--- src/rtl/mem_port_arbiter.sv ---
// mem_port_arbiter
//
// Shares one single-port, fixed-latency memory between the fetch stage (F)
// and the memory stage (M). Each access runs IDLE -> ISSUE -> WAIT -> RESP.
// The RESP cycle pulses the owner's ack, and the owner's read data register
// holds the returned word. M wins a simultaneous request because it holds
// the older instruction. A streak counter hands the port to F after
// STARVE_LIMIT consecutive M grants that were made while F was waiting.
//
// Parameters
//   LATENCY       cycles from the mem_req cycle to the mem_rdata-valid cycle (>=1)
//   STARVE_LIMIT  consecutive M grants with F waiting before F is forced (>=1)
//   AW, DW        address / data width
//
// Ports
//   clk, rst_n                    clock, asynchronous active-low reset
//   f_req, f_addr                 fetch read request (held until f_ack)
//   f_ack, f_rdata                fetch completion pulse, fetched word (held)
//   m_req, m_we, m_addr, m_wdata  memory-stage load/store request
//   m_ack, m_rdata                M completion pulse, load data (held)
//   stall_f, stall_m              req & ~ack, fed to the pipeline enables
//   mem_req, mem_we, mem_addr,
//   mem_wdata                     one-cycle access strobe to memory
//   mem_rdata                     memory read data, valid LATENCY cycles after mem_req

module mem_port_arbiter #(
  parameter int LATENCY      = 2,
  parameter int STARVE_LIMIT = 4,
  parameter int AW           = 16,
  parameter int DW           = 16
) (
  input  logic          clk,
  input  logic          rst_n,
  input  logic          f_req,
  input  logic [AW-1:0] f_addr,
  output logic          f_ack,
  output logic [DW-1:0] f_rdata,
  input  logic          m_req,
  input  logic          m_we,
  input  logic [AW-1:0] m_addr,
  input  logic [DW-1:0] m_wdata,
  output logic          m_ack,
  output logic [DW-1:0] m_rdata,
  output logic          stall_f,
  output logic          stall_m,
  output logic          mem_req,
  output logic          mem_we,
  output logic [AW-1:0] mem_addr,
  output logic [DW-1:0] mem_wdata,
  input  logic [DW-1:0] mem_rdata
);

  localparam int CW = (LATENCY > 1) ? $clog2(LATENCY) : 1;
  localparam int SW = $clog2(STARVE_LIMIT + 1);
  localparam logic [CW-1:0] CNT_LOAD   = CW'(LATENCY - 1);
  localparam logic [SW-1:0] STREAK_MAX = SW'(STARVE_LIMIT);

  typedef enum logic [1:0] {IDLE, ISSUE, WAIT, RESP} state_t;

  state_t          state;
  state_t          state_next;
  logic            owner_m;
  logic            we_q;
  logic [AW-1:0]   addr_q;
  logic [DW-1:0]   wdata_q;
  logic [CW-1:0]   cnt;
  logic [SW-1:0]   streak;
  logic            any_req;
  logic            grant_m;

  assign any_req = f_req | m_req;

  // M wins unless F is also waiting and M has already used up its streak.
  assign grant_m = m_req & (~f_req | (streak < STREAK_MAX));

  // State register.
  always_ff @(posedge clk or negedge rst_n) begin
    if (!rst_n) begin
      state <= IDLE;
    end else begin
      state <= state_next;
    end
  end

  // Next-state logic.
  always_comb begin
    state_next = state;
    case (state)
      IDLE:    if (any_req) state_next = ISSUE;
      ISSUE:   state_next = WAIT;
      WAIT:    if (cnt == '0) state_next = RESP;
      RESP:    state_next = IDLE;
      default: state_next = IDLE;
    endcase
  end

  // Output decode. The latched transaction fields already sit in registers,
  // so the memory strobe and the acks are pure state decodes.
  always_comb begin
    mem_req = 1'b0;
    mem_we  = 1'b0;
    f_ack   = 1'b0;
    m_ack   = 1'b0;
    case (state)
      ISSUE: begin
        mem_req = 1'b1;
        mem_we  = we_q;
      end
      RESP: begin
        f_ack = ~owner_m;
        m_ack = owner_m;
      end
      default: ;
    endcase
  end

  assign mem_addr  = addr_q;
  assign mem_wdata = wdata_q;
  assign stall_f   = f_req & ~f_ack;
  assign stall_m   = m_req & ~m_ack;

  // Transaction datapath. The grant latches everything the access needs, so
  // request inputs may change freely while the access is in flight. WAIT
  // counts down to the data-valid cycle. Stores never touch m_rdata.
  always_ff @(posedge clk or negedge rst_n) begin
    if (!rst_n) begin
      owner_m <= 1'b0;
      we_q    <= 1'b0;
      addr_q  <= '0;
      wdata_q <= '0;
      cnt     <= '0;
      streak  <= '0;
      f_rdata <= '0;
      m_rdata <= '0;
    end else begin
      case (state)
        IDLE: begin
          if (any_req) begin
            owner_m <= grant_m;
            if (grant_m) begin
              addr_q  <= m_addr;
              we_q    <= m_we;
              wdata_q <= m_wdata;
              if (f_req) begin
                if (streak != STREAK_MAX) streak <= streak + 1'b1;
              end else begin
                streak <= '0;
              end
            end else begin
              addr_q  <= f_addr;
              we_q    <= 1'b0;
              wdata_q <= '0;
              streak  <= '0;
            end
          end
        end
        ISSUE: cnt <= CNT_LOAD;
        WAIT: begin
          if (cnt == '0) begin
            if (!we_q) begin
              if (owner_m) m_rdata <= mem_rdata;
              else         f_rdata <= mem_rdata;
            end
          end else begin
            cnt <= cnt - 1'b1;
          end
        end
        default: ;
      endcase
    end
  end

endmodule

--- config.mk ---
export PLATFORM = sky130hd
export DESIGN_NAME = mem_port_arbiter
export DESIGN_NICKNAME = d
export VERILOG_FILES = /design/src/rtl/mem_port_arbiter.sv
export SDC_FILE = /design/constraint.sdc
export NUM_CORES = 1
export LEC_CHECK = 0
export BUFFER_PORTS_ARGS = -buffer_cell sky130_fd_sc_hd__clkbuf_2
export CAP_MARGIN = 0
export CORE_MARGIN = 5
export CORE_UTILIZATION = 25
export DETAILED_ROUTE_END_ITERATION = 10
export REMOVE_ABC_BUFFERS = 1
export SYNTH_ARGS = -nofsm -noshare
export SYNTH_HDL_FRONTEND = slang
export SYNTH_SLANG_ARGS = --single-unit
export TNS_END_PERCENT = 20
--- constraint.sdc ---
create_clock -name clk -period 1.9 [get_ports clk]
set_input_delay 0.19 -clock clk [delete_from_list [all_inputs] [get_ports clk]]
set_output_delay 0.19 -clock clk [all_outputs]
set_load 0.02 [all_outputs]
==> results.py, run 1 <==
metrics = {
    "die": {
        "core-area_sq_um": 11600,
        "ios": 139,
        "die_w_um": 119,
        "dieHeight_um": 119,
        "fp-row-count": 39,
        "start_util": 0.258,
        "die_area_sq_um": 14200,
    },
    "global_route": {
        "grt_pass1_vias": 2447,
        "grt_first_pass_wirelength_um": 12400,
        "grt_max_degree": 38,
        "grt_antenna_before_repair": 0,
        "overflow": 0,
        "grt_usage": 0.109,
    },
    "cells_and_area": {
        "drive_above_1_share": 0.529,
        "layout.nets": 453,
        "num_antenna_cells": 0,
        "area_growth_pct": 39.8,
        "nFillCells": 1140,
        "final-seq-area_sq_um": 1800,
        "multi_input_comb_area_sq_um": 1090,
    },
    "logic_synthesis": {
        "synth_seq_cells": 72,
        "synth_edf_count": 0,
        "postSynthCellCount": 231,
        "synth_warnings": 0,
        "synthFlopType": "dfrtp_1",
        "syn_avg_cell_area_sq_um": 12.9,
        "yosysTopAreaCellShare": 0.604,
        "syn_area_sq_um": 2980,
        "synthTopCellsByArea": "dfrtp_1, mux2_2, a22o_1",
        "synthMostInstantiatedCell": "dfrtp_1",
        "yosysTopAreaCell": "dfrtp_1",
        "synth.distinct_cells": 27,
        "synth-seq-area-share": 0.604,
        "synth-async-reset-ratio": 1.00,
        "synthTopCellsByCount": "dfrtp_1, a21oi_1, mux2_2, a22o_1, nand2_1",
    },
    "setup_path": {
        "arrival_ns": 1.90,
        "slowest_delay_ns": 0.41,
        "ff2ff_path_depth": 5,
        "cp-end-kind": "flip-flop",
        "worstPathCellList": "inv_1 -> ha_1 -> nor4b_4 -> buf_12 -> mux2_2",
        "critical_path_class": "reg2reg",
        "crit_path_start_kind": "flip-flop",
        "cp_max_fo": 16,
        "worstPathRequired_ns": 2.11,
        "cpMaxStageDelayCell": "dfrtp_1",
    },
    "power_and_ir_drop": {
        "ir_worst_vdd_mv": 0.606,
        "seqPwrFrac": 0.363,
        "p_sw_mw": 3.00,
        "p_leak_nw": 2.11,
        "p_clk_frac": 0.202,
        "sw_frac_of_total": 0.395,
        "comb_power_share": 0.435,
        "power_density_nw_per_um2": 1820,
        "p_int_mw": 4.59,
    },
    "timing": {
        "final-max-slew-violation-count": 0,
        "setup_violations": 0,
        "period_share": 0.892,
        "holdWs_ns": 0.0783,
        "hold_viol_final": 0,
        "fmax_ghz": 0.590,
        "slew_headroom": 0.631,
        "finalClockSkew_ns": 0.00298,
        "min_period_ns": 1.69,
        "worst_slew_pin_slew_ns": 0.554,
        "rsz0062_at_grt": "false",
        "tns_ns": 0,
    },
    "cts": {
        "numCtsBuffers": 9,
        "clock_latency_ns": 0.32,
        "htreeDepth": 3,
        "clock-root-buffer": "clkbuf_16",
        "cts_tree": "yes",
        "path_clk_slew_ns": 0.06,
        "cts-hold-fix-buffers": 1,
        "post_cts_buffers": 0,
        "clock_sinks": 72,
        "cts_resized": 0,
        "cts_max_path_buffers": 2,
    },
    "route": {
        "viasPerCell": 4.37,
        "drtAntennaViolNets": 0,
        "num_vias": 2295,
        "wl_per_cell_um": 14.3,
        "first_pass_iters": 4,
        "drt-total-wl_um": 7500,
        "initialDrtViolationCount": 80,
        "drc": 0,
    },
    "placed_design": {
        "numPortBuffers": 138,
        "gp_congestion": 0.745,
        "hpwl_um": 5700,
    },
    "run_status": {
        "status": "completed",
    },
    "hold_path": {
        "whs_path_depth": 2,
        "min_path_type": "in2reg",
    },
    "job": {
        "maxCapViolCount": 0,
    },
}
[cells in the final DEF (no fill, tap or decap), types with 3 or more instances in the layout]
cell        count
clkbuf_2      137
dfrtp_1        72
mux2_2         33
a21oi_1        33
a22o_1         19
nand2_1        17
nor2_1         16
clkbuf_16       9
ha_1            7
inv_1           5
buf_4           4
buf_12          4
clkinvlp_4      3
[per-layer routing]
layer	part of all wire	wire [um]	GRT usage	up-vias
li1	-	-	-	1106
met1	0.43	3190	0.131	1105
met3	0.064	482	0.0360	9
met5	0	0	0	-
met4	0.013	99	0.0413	0
met2	0.50	3730	0.183	75
[sequential cells by signal, summed over array words and instances, names as in the netlist]
| signal | flops |
|---|---|
| f_rdata | 16 |
| mem_addr | 16 |
| we_q | 1 |
| state | 2 |
| cnt | 1 |
| m_rdata | 16 |
| streak | 3 |
| owner_m | 1 |
| mem_wdata | 16 |
[power by group through the flow]
stage	sequential [mW]	combinational, mW	clock, mW
global route	2.87	3.58	1.66
global placement	2.76	3.29	0
detailed placement	2.78	3.36	0
CTS	2.77	3.36	1.59
floorplan	3.55	1.27	0
finish	2.76	3.30	1.53
[worst paths after layout]
path | from | to | slack, ns
max | state[0]$_DFFE_PN0P_ | f_rdata[5]$_DFFE_PN0P_ | 0.21
min | m_wdata[1] | mem_wdata[1]$_DFFE_PN0P_ | 0.08
max reg2reg | state[0]$_DFFE_PN0P_ | f_rdata[5]$_DFFE_PN0P_ | 0.21
min reg2reg | mem_wdata[3]$_DFFE_PN0P_ | mem_wdata[3]$_DFFE_PN0P_ | 0.50
max in group asynchronous | rst_n | owner_m$_DFFE_PN0P_ | 0.97
min in group asynchronous | rst_n | m_rdata[9]$_DFFE_PN0P_ | 0.38
[stage by stage]
stage	power (mW)	instance area [sq um]	util	cells	setup WS, ns
floorplan	4.82	2910	-	220	0.0384
global placement	6.05	3890	0.336	508	0.266
detailed placement	6.14	3890	0.336	508	0.202
CTS	7.72	4170	0.361	525	0.187
global route	8.11	4170	0.361	525	0.112
finish	7.59	4170	0.361	525	0.206
[cell type report]
class / instances / area share
Inverter: 5 / 0.00450
Clock buffer: 11 / 0.0582
Multi-Input combinational cell: 143 / 0.262
Timing Repair Buffer: 146 / 0.193
Tap cell: 143 / 0.0429
Sequential cell: 72 / 0.432
Clock inverter: 5 / 0.00780
[worst max-delay path: cells and delay by family, from the launching register on]
| kind | cells | cell delay, ns |
|---|---|---|
| buffers and inverters | 2 | 0.31 |
| DFF | 1 | 0.41 |
| muxes | 1 | 0.34 |
| adders and majority gates | 1 | 0.24 |
| and+or+nand+nor | 1 | 0.27 |
[logic make-up (layout without fill, tap and decap cells)]
group,count (synthesis),in the layout,synth area share
compound gates,59,59,0.133
flops,72,72,0.604
fa+ha+maj,7,7,0.0294
mux,35,35,0.133
buf+inv,16,167,0.0302
simple gates,42,42,0.0705
Note: power is estimated with default switching activity, not from simulation.
==> run 2: changes to the inputs <==
ABC_AREA = 1   (was unset)
clock period = 2.1 ns   (was 1.9 ns; I/O delays follow)
==> results.py, run 2 <==
metrics = {
    "setup_path": {
        "arrival_ns": 1.46,
        "ff2ff_setup_slack_ns": 0.50,
        "ff2ff_path_depth": 5,
        "cp_max_fo": 4,
        "worstPathRequired_ns": 1.89,
        "crit_path_start_kind": "flip-flop",
        "cp-end-kind": "output port",
        "critical_path_class": "reg2out",
        "r2r-start": "state[0]$_DFFE_PN0P_",
        "r2r_end": "mem_wdata[12]$_DFFE_PN0P_",
    },
    "timing": {
        "final-max-slew-violation-count": 0,
        "holdWs_ns": 0.0987,
        "tns_ns": 0,
        "fmax_ghz": 0.600,
        "setup_violations": 0,
        "period_share": 0.793,
        "worst_slew_pin_slew_ns": 0.906,
        "hold_viol_final": 0,
        "finalClockSkew_ns": 0.00664,
        "slew_headroom": 0.394,
        "rsz0062_at_grt": "false",
        "min_period_ns": 1.67,
    },
    "die": {
        "die_area_sq_um": 15700,
        "core-area_sq_um": 13100,
        "fp-row-count": 42,
        "ios": 139,
        "die_w_um": 125,
        "start_util": 0.252,
        "dieHeight_um": 125,
    },
    "global_route": {
        "grt_first_pass_wirelength_um": 14800,
        "grt_usage": 0.117,
        "grt_max_degree": 42,
        "grt_pass1_vias": 3014,
        "grt_antenna_before_repair": 0,
        "overflow": 0,
    },
    "logic_synthesis": {
        "postSynthCellCount": 387,
        "synth_edf_count": 0,
        "syn_area_sq_um": 3310,
        "synthTopCellsByArea": "dfrtp_1, nand2_1, inv_1",
        "synth-async-reset-ratio": 1.00,
        "synth_seq_cells": 72,
        "synthFlopType": "dfrtp_1",
        "synth.distinct_cells": 23,
        "synthTopCellsByCount": "nand2_1, inv_1, dfrtp_1, nand3_1, o21ai_0",
        "yosysTopAreaCellShare": 0.544,
        "yosysTopAreaCell": "dfrtp_1",
        "synthMostInstantiatedCell": "nand2_1",
        "synth_warnings": 0,
        "synth-seq-area-share": 0.544,
        "syn_avg_cell_area_sq_um": 8.56,
    },
    "route": {
        "drc": 0,
        "drt-total-wl_um": 8730,
        "wl_per_cell_um": 12.4,
        "num_vias": 2877,
        "drtAntennaViolNets": 0,
        "viasPerCell": 4.08,
        "first_pass_iters": 4,
        "initialDrtViolationCount": 126,
    },
    "cells_and_area": {
        "final-seq-area_sq_um": 1800,
        "final_common_cell": "clkbuf_2",
        "area_growth_pct": 35.3,
        "drive_above_1_share": 0.346,
        "most-common-layout-cells": "clkbuf_2, nand2_1, inv_1",
        "nFillCells": 1406,
        "multi_input_comb_area_sq_um": 1120,
        "num_antenna_cells": 0,
        "layout.nets": 601,
    },
    "hold_path": {
        "min_to": "mem_wdata[6]$_DFFE_PN0P_",
        "hold_path_startpoint": "m_wdata[6]",
        "min_path_type": "in2reg",
        "whs_path_depth": 3,
    },
    "placed_design": {
        "hpwl_um": 6500,
        "numPortBuffers": 138,
        "gp_congestion": 0.725,
    },
    "cts": {
        "clock-root-buffer": "clkbuf_16",
        "cts_tree": "yes",
        "clock_sinks": 72,
        "cts_max_path_buffers": 2,
        "clock_latency_ns": 0.33,
        "path_clk_slew_ns": 0.06,
        "numCtsBuffers": 9,
        "htreeDepth": 3,
    },
    "job": {
        "maxCapViolCount": 0,
    },
    "power_and_ir_drop": {
        "p_leak_nw": 2.62,
        "ir_worst_vdd_mv": 0.367,
        "power_density_nw_per_um2": 1530,
    },
    "run_status": {
        "status": "completed",
    },
}
-- run 2: worst max-delay path, cell delays in order, from the launching register on --
cell and delay (ns):
dfrtp_1 0.41, ha_1 0.22, inv_1 0.05, nor2_1 0.05, nor2_1 0.18, clkbuf_2 0.21
-- run 2: logic make-up (layout without fill, tap and decap cells) --
kind of cell,Yosys count,count (layout),synth area share
flops,72,72,0.544
compound gates,55,55,0.108
fa+ha+maj,7,7,0.0264
buf+inv,94,236,0.119
simple gates,159,159,0.203
-- run 2: how the worst max path moves through the flow --
stage	endpoint	slack, ns	from	depth (start not counted)
5_1_grt	mem_wdata[11]$_DFFE_PN0P_	0.37	state[1]$_DFFE_PN0P_	5
3_5_place_dp	mem_wdata[12]$_DFFE_PN0P_	0.50	state[1]$_DFFE_PN0P_	5
3_3_place_gp	mem_wdata[3]$_DFFE_PN0P_	0.55	state[0]$_DFFE_PN0P_	5
2_1_floorplan	m_rdata[0]$_DFFE_PN0P_	0.50	state[0]$_DFFE_PN0P_	4
4_1_cts	stall_f	0.41	state[0]$_DFFE_PN0P_	5
6_report	stall_f	0.43	state[0]$_DFFE_PN0P_	5
-- run 2: routing by layer --
metal / vias up / share of wire / GRT usage
li1: 1448 / - / -
met4: 0 / 0.024 / 0.0619
met2: 80 / 0.48 / 0.193
met5: - / 0 / 0
met1: 1332 / 0.43 / 0.138
met3: 17 / 0.066 / 0.0354
-- run 2: cell type report --
cell class | instances | share of cell area
clock inverters | 3 | 0.00949
inverters | 77 | 0.0645
well taps | 176 | 0.0491
multi-input cells | 221 | 0.249
repair buffers | 144 | 0.171
clock buffers | 12 | 0.0550
flip-flops and latches | 72 | 0.402
-- run 2: stage by stage --
step | std cells | total power, mW | utilization | cell area, sq um | setup WS, ns
after floorplan | 370 | 4.28 | - | 3210 | 0.497
after global placement | 689 | 5.35 | 0.319 | 4190 | 0.552
after detailed placement | 689 | 5.46 | 0.319 | 4190 | 0.499
after CTS | 705 | 7.02 | 0.341 | 4480 | 0.407
after global routing | 705 | 7.40 | 0.341 | 4480 | 0.372
final | 705 | 6.87 | 0.341 | 4480 | 0.434
-- run 2: repair_timing --
action,4_1_cts,5_1_grt
resized for setup,0,0
setup buffers,0,0
hold endpoints to repair,31,0
hold buffers,1,0
-- run 2: where the power goes --
group	leakage, nW	switching (mW)	internal, mW
Clock	0.139	0.564	0.944
Sequential	0.872	0.393	2.06
Combinational	1.61	1.93	0.986
==> run 3: changes to the inputs <==
clock period = 1.35 ns   (was 2.1 ns; I/O delays follow)
==> results.py, run 3 (same netlist as run 2, synthesis figures left out) <==
metrics = {
    "global_route": {
        "met3_usage": 0.0388,
        "grt_first_pass_wirelength_um": 15000,
        "met2_usage": 0.199,
        "overflow": 0,
        "grt_antenna_before_repair": 0,
        "top_usage_layer": "met2",
        "grt_max_degree": 42,
        "grt_pass1_vias": 3127,
        "grt_use_met1": 0.135,
        "grt_usage": 0.118,
    },
    "route": {
        "drtAntennaViolNets": 0,
        "drc": 0,
        "wl_per_cell_um": 12.3,
        "initialDrtViolationCount": 76,
        "viasPerCell": 4.15,
        "num_vias": 2973,
        "drt-total-wl_um": 8840,
        "first_pass_iters": 5,
    },
    "run_status": {
        "violations": "setup timing",
        "status": "finished with violations",
    },
    "die": {
        "dieHeight_um": 125,
        "ios": 139,
        "die_area_sq_um": 15700,
        "start_util": 0.252,
        "core-area_sq_um": 13100,
        "fp-row-count": 42,
        "die_w_um": 125,
    },
    "placed_design": {
        "hpwl_um": 6630,
        "numPortBuffers": 138,
        "gp_congestion": 0.750,
    },
    "setup_path": {
        "cpMaxStageDelayCell": "dfrtp_1",
        "cp_top_family": "buffers and inverters",
        "cp_max_fo": 3,
        "worstPathCellList": "inv_2 -> buf_6 -> ha_4 -> buf_6 -> buf_8",
        "worst-path-buf-inv": 4,
        "critical_path_class": "reg2out",
        "crit_path_start_kind": "flip-flop",
        "worstPathRequired_ns": 1.22,
        "arrival_ns": 1.30,
        "crit_top_cell": "buf_6",
        "slowest_delay_ns": 0.39,
        "cp-end-kind": "output port",
    },
    "timing": {
        "setup_violations": 8,
        "holdWs_ns": 0.0224,
        "worst_slew_pin_slew_ns": 0.387,
        "final-max-slew-violation-count": 0,
        "rsz0062_at_grt": "true",
        "hold_viol_final": 0,
        "tns_ns": -0.409,
        "slew_headroom": 0.742,
        "setup_ws_ns": -0.0825,
        "fmax_ghz": 0.698,
        "min_period_ns": 1.43,
        "period_share": 1.06,
        "finalClockSkew_ns": 0.00213,
    },
    "hold_path": {
        "min_path_type": "in2reg",
    },
    "cts": {
        "clock_latency_ns": 0.33,
        "clock_sinks": 72,
        "numCtsBuffers": 9,
        "cts_max_path_buffers": 2,
        "path_clk_slew_ns": 0.05,
        "cts_tree": "yes",
        "htreeDepth": 3,
        "clock-root-buffer": "clkbuf_16",
    },
    "cells_and_area": {
        "most-common-layout-cells": "clkbuf_2, nand2_1, inv_1, dfrtp_1, nand3_1",
        "fin_util": 0.358,
        "area_growth_pct": 41.8,
        "num_antenna_cells": 0,
        "drive_above_1_share": 0.384,
        "nFillCells": 1390,
        "layout.nets": 612,
        "final_common_cell": "clkbuf_2",
    },
    "power_and_ir_drop": {
        "ir_worst_vdd_mv": 0.749,
        "power_density_nw_per_um2": 2360,
        "p_leak_nw": 2.70,
    },
    "job": {
        "maxCapViolCount": 0,
    },
}
run 3: repair_timing:
action | CTS | global route
endpoints found under the setup margin | 56 | 69
pin swaps | 4 | 5
hold endpoints to repair | 72 | 0
hold buffers | 1 | 0
resized for setup | 22 | 13
setup buffers | 1 | 1
run 3: routing by layer:
metal | part of all wire | wire length [um]
met1 | 0.41 | 3650
met2 | 0.49 | 4340
met3 | 0.073 | 644
met4 | 0.023 | 199
met5 | 0 | 0
run 3: cell type report:
cell class | instances | area (sq um) | share of cell area
clock inverter | 3 | 15.0 | 0.00319
clock buffer | 13 | 270 | 0.0575
multi-input combinational | 221 | 1160 | 0.248
inverter | 77 | 289 | 0.0615
tap | 176 | 220 | 0.0468
sequential | 72 | 1800 | 0.383
timing repair buffer | 155 | 941 | 0.200
run 3: per-stage QoR:
step | total power [mW] | cells | worst slack (ns) | area [sq um]
6_report | 11.1 | 717 | -0.0825 | 4700
5_1_grt | 12.0 | 717 | -0.142 | 4700
4_1_cts | 11.2 | 716 | -0.144 | 4670
3_5_place_dp | 8.68 | 698 | -0.0518 | 4290
3_3_place_gp | 8.52 | 698 | 0.0338 | 4290
2_1_floorplan | 6.66 | 370 | -0.253 | 3210
run 3: final timing paths:
| kind | slack (ns) | endpoint | depth (start not counted) | startpoint |
|---|---|---|---|---|
| worst max-delay path | -0.08 | mem_req | 5 | state[1]$_DFFE_PN0P_ |
| worst min register to register | 0.48 | mem_addr[13]$_DFFE_PN0P_ | 2 | mem_addr[13]$_DFFE_PN0P_ |
| max in group asynchronous | 0.65 | mem_wdata[0]$_DFFE_PN0P_ | 3 | rst_n |
| worst max register to register | -0.01 | mem_addr[10]$_DFFE_PN0P_ | 7 | state[0]$_DFFE_PN0P_ |
| worst min-delay path | 0.02 | mem_wdata[0]$_DFFE_PN0P_ | 3 | m_wdata[0] |
| min in group asynchronous | 0.14 | m_rdata[2]$_DFFE_PN0P_ | 2 | rst_n |
run 3: power breakdown:
group | internal (mW) | leakage, nW | switching (mW) | total [mW]
registers | 3.20 | 0.872 | 0.626 | 3.83
logic | 1.90 | 1.69 | 3.12 | 5.01
clock network | 1.38 | 0.145 | 0.870 | 2.25
run 3: tightest hold or removal path: stages:
cell and delay (ns):
clkbuf_2 0.08, inv_1 0.05, o21ai_2 0.05
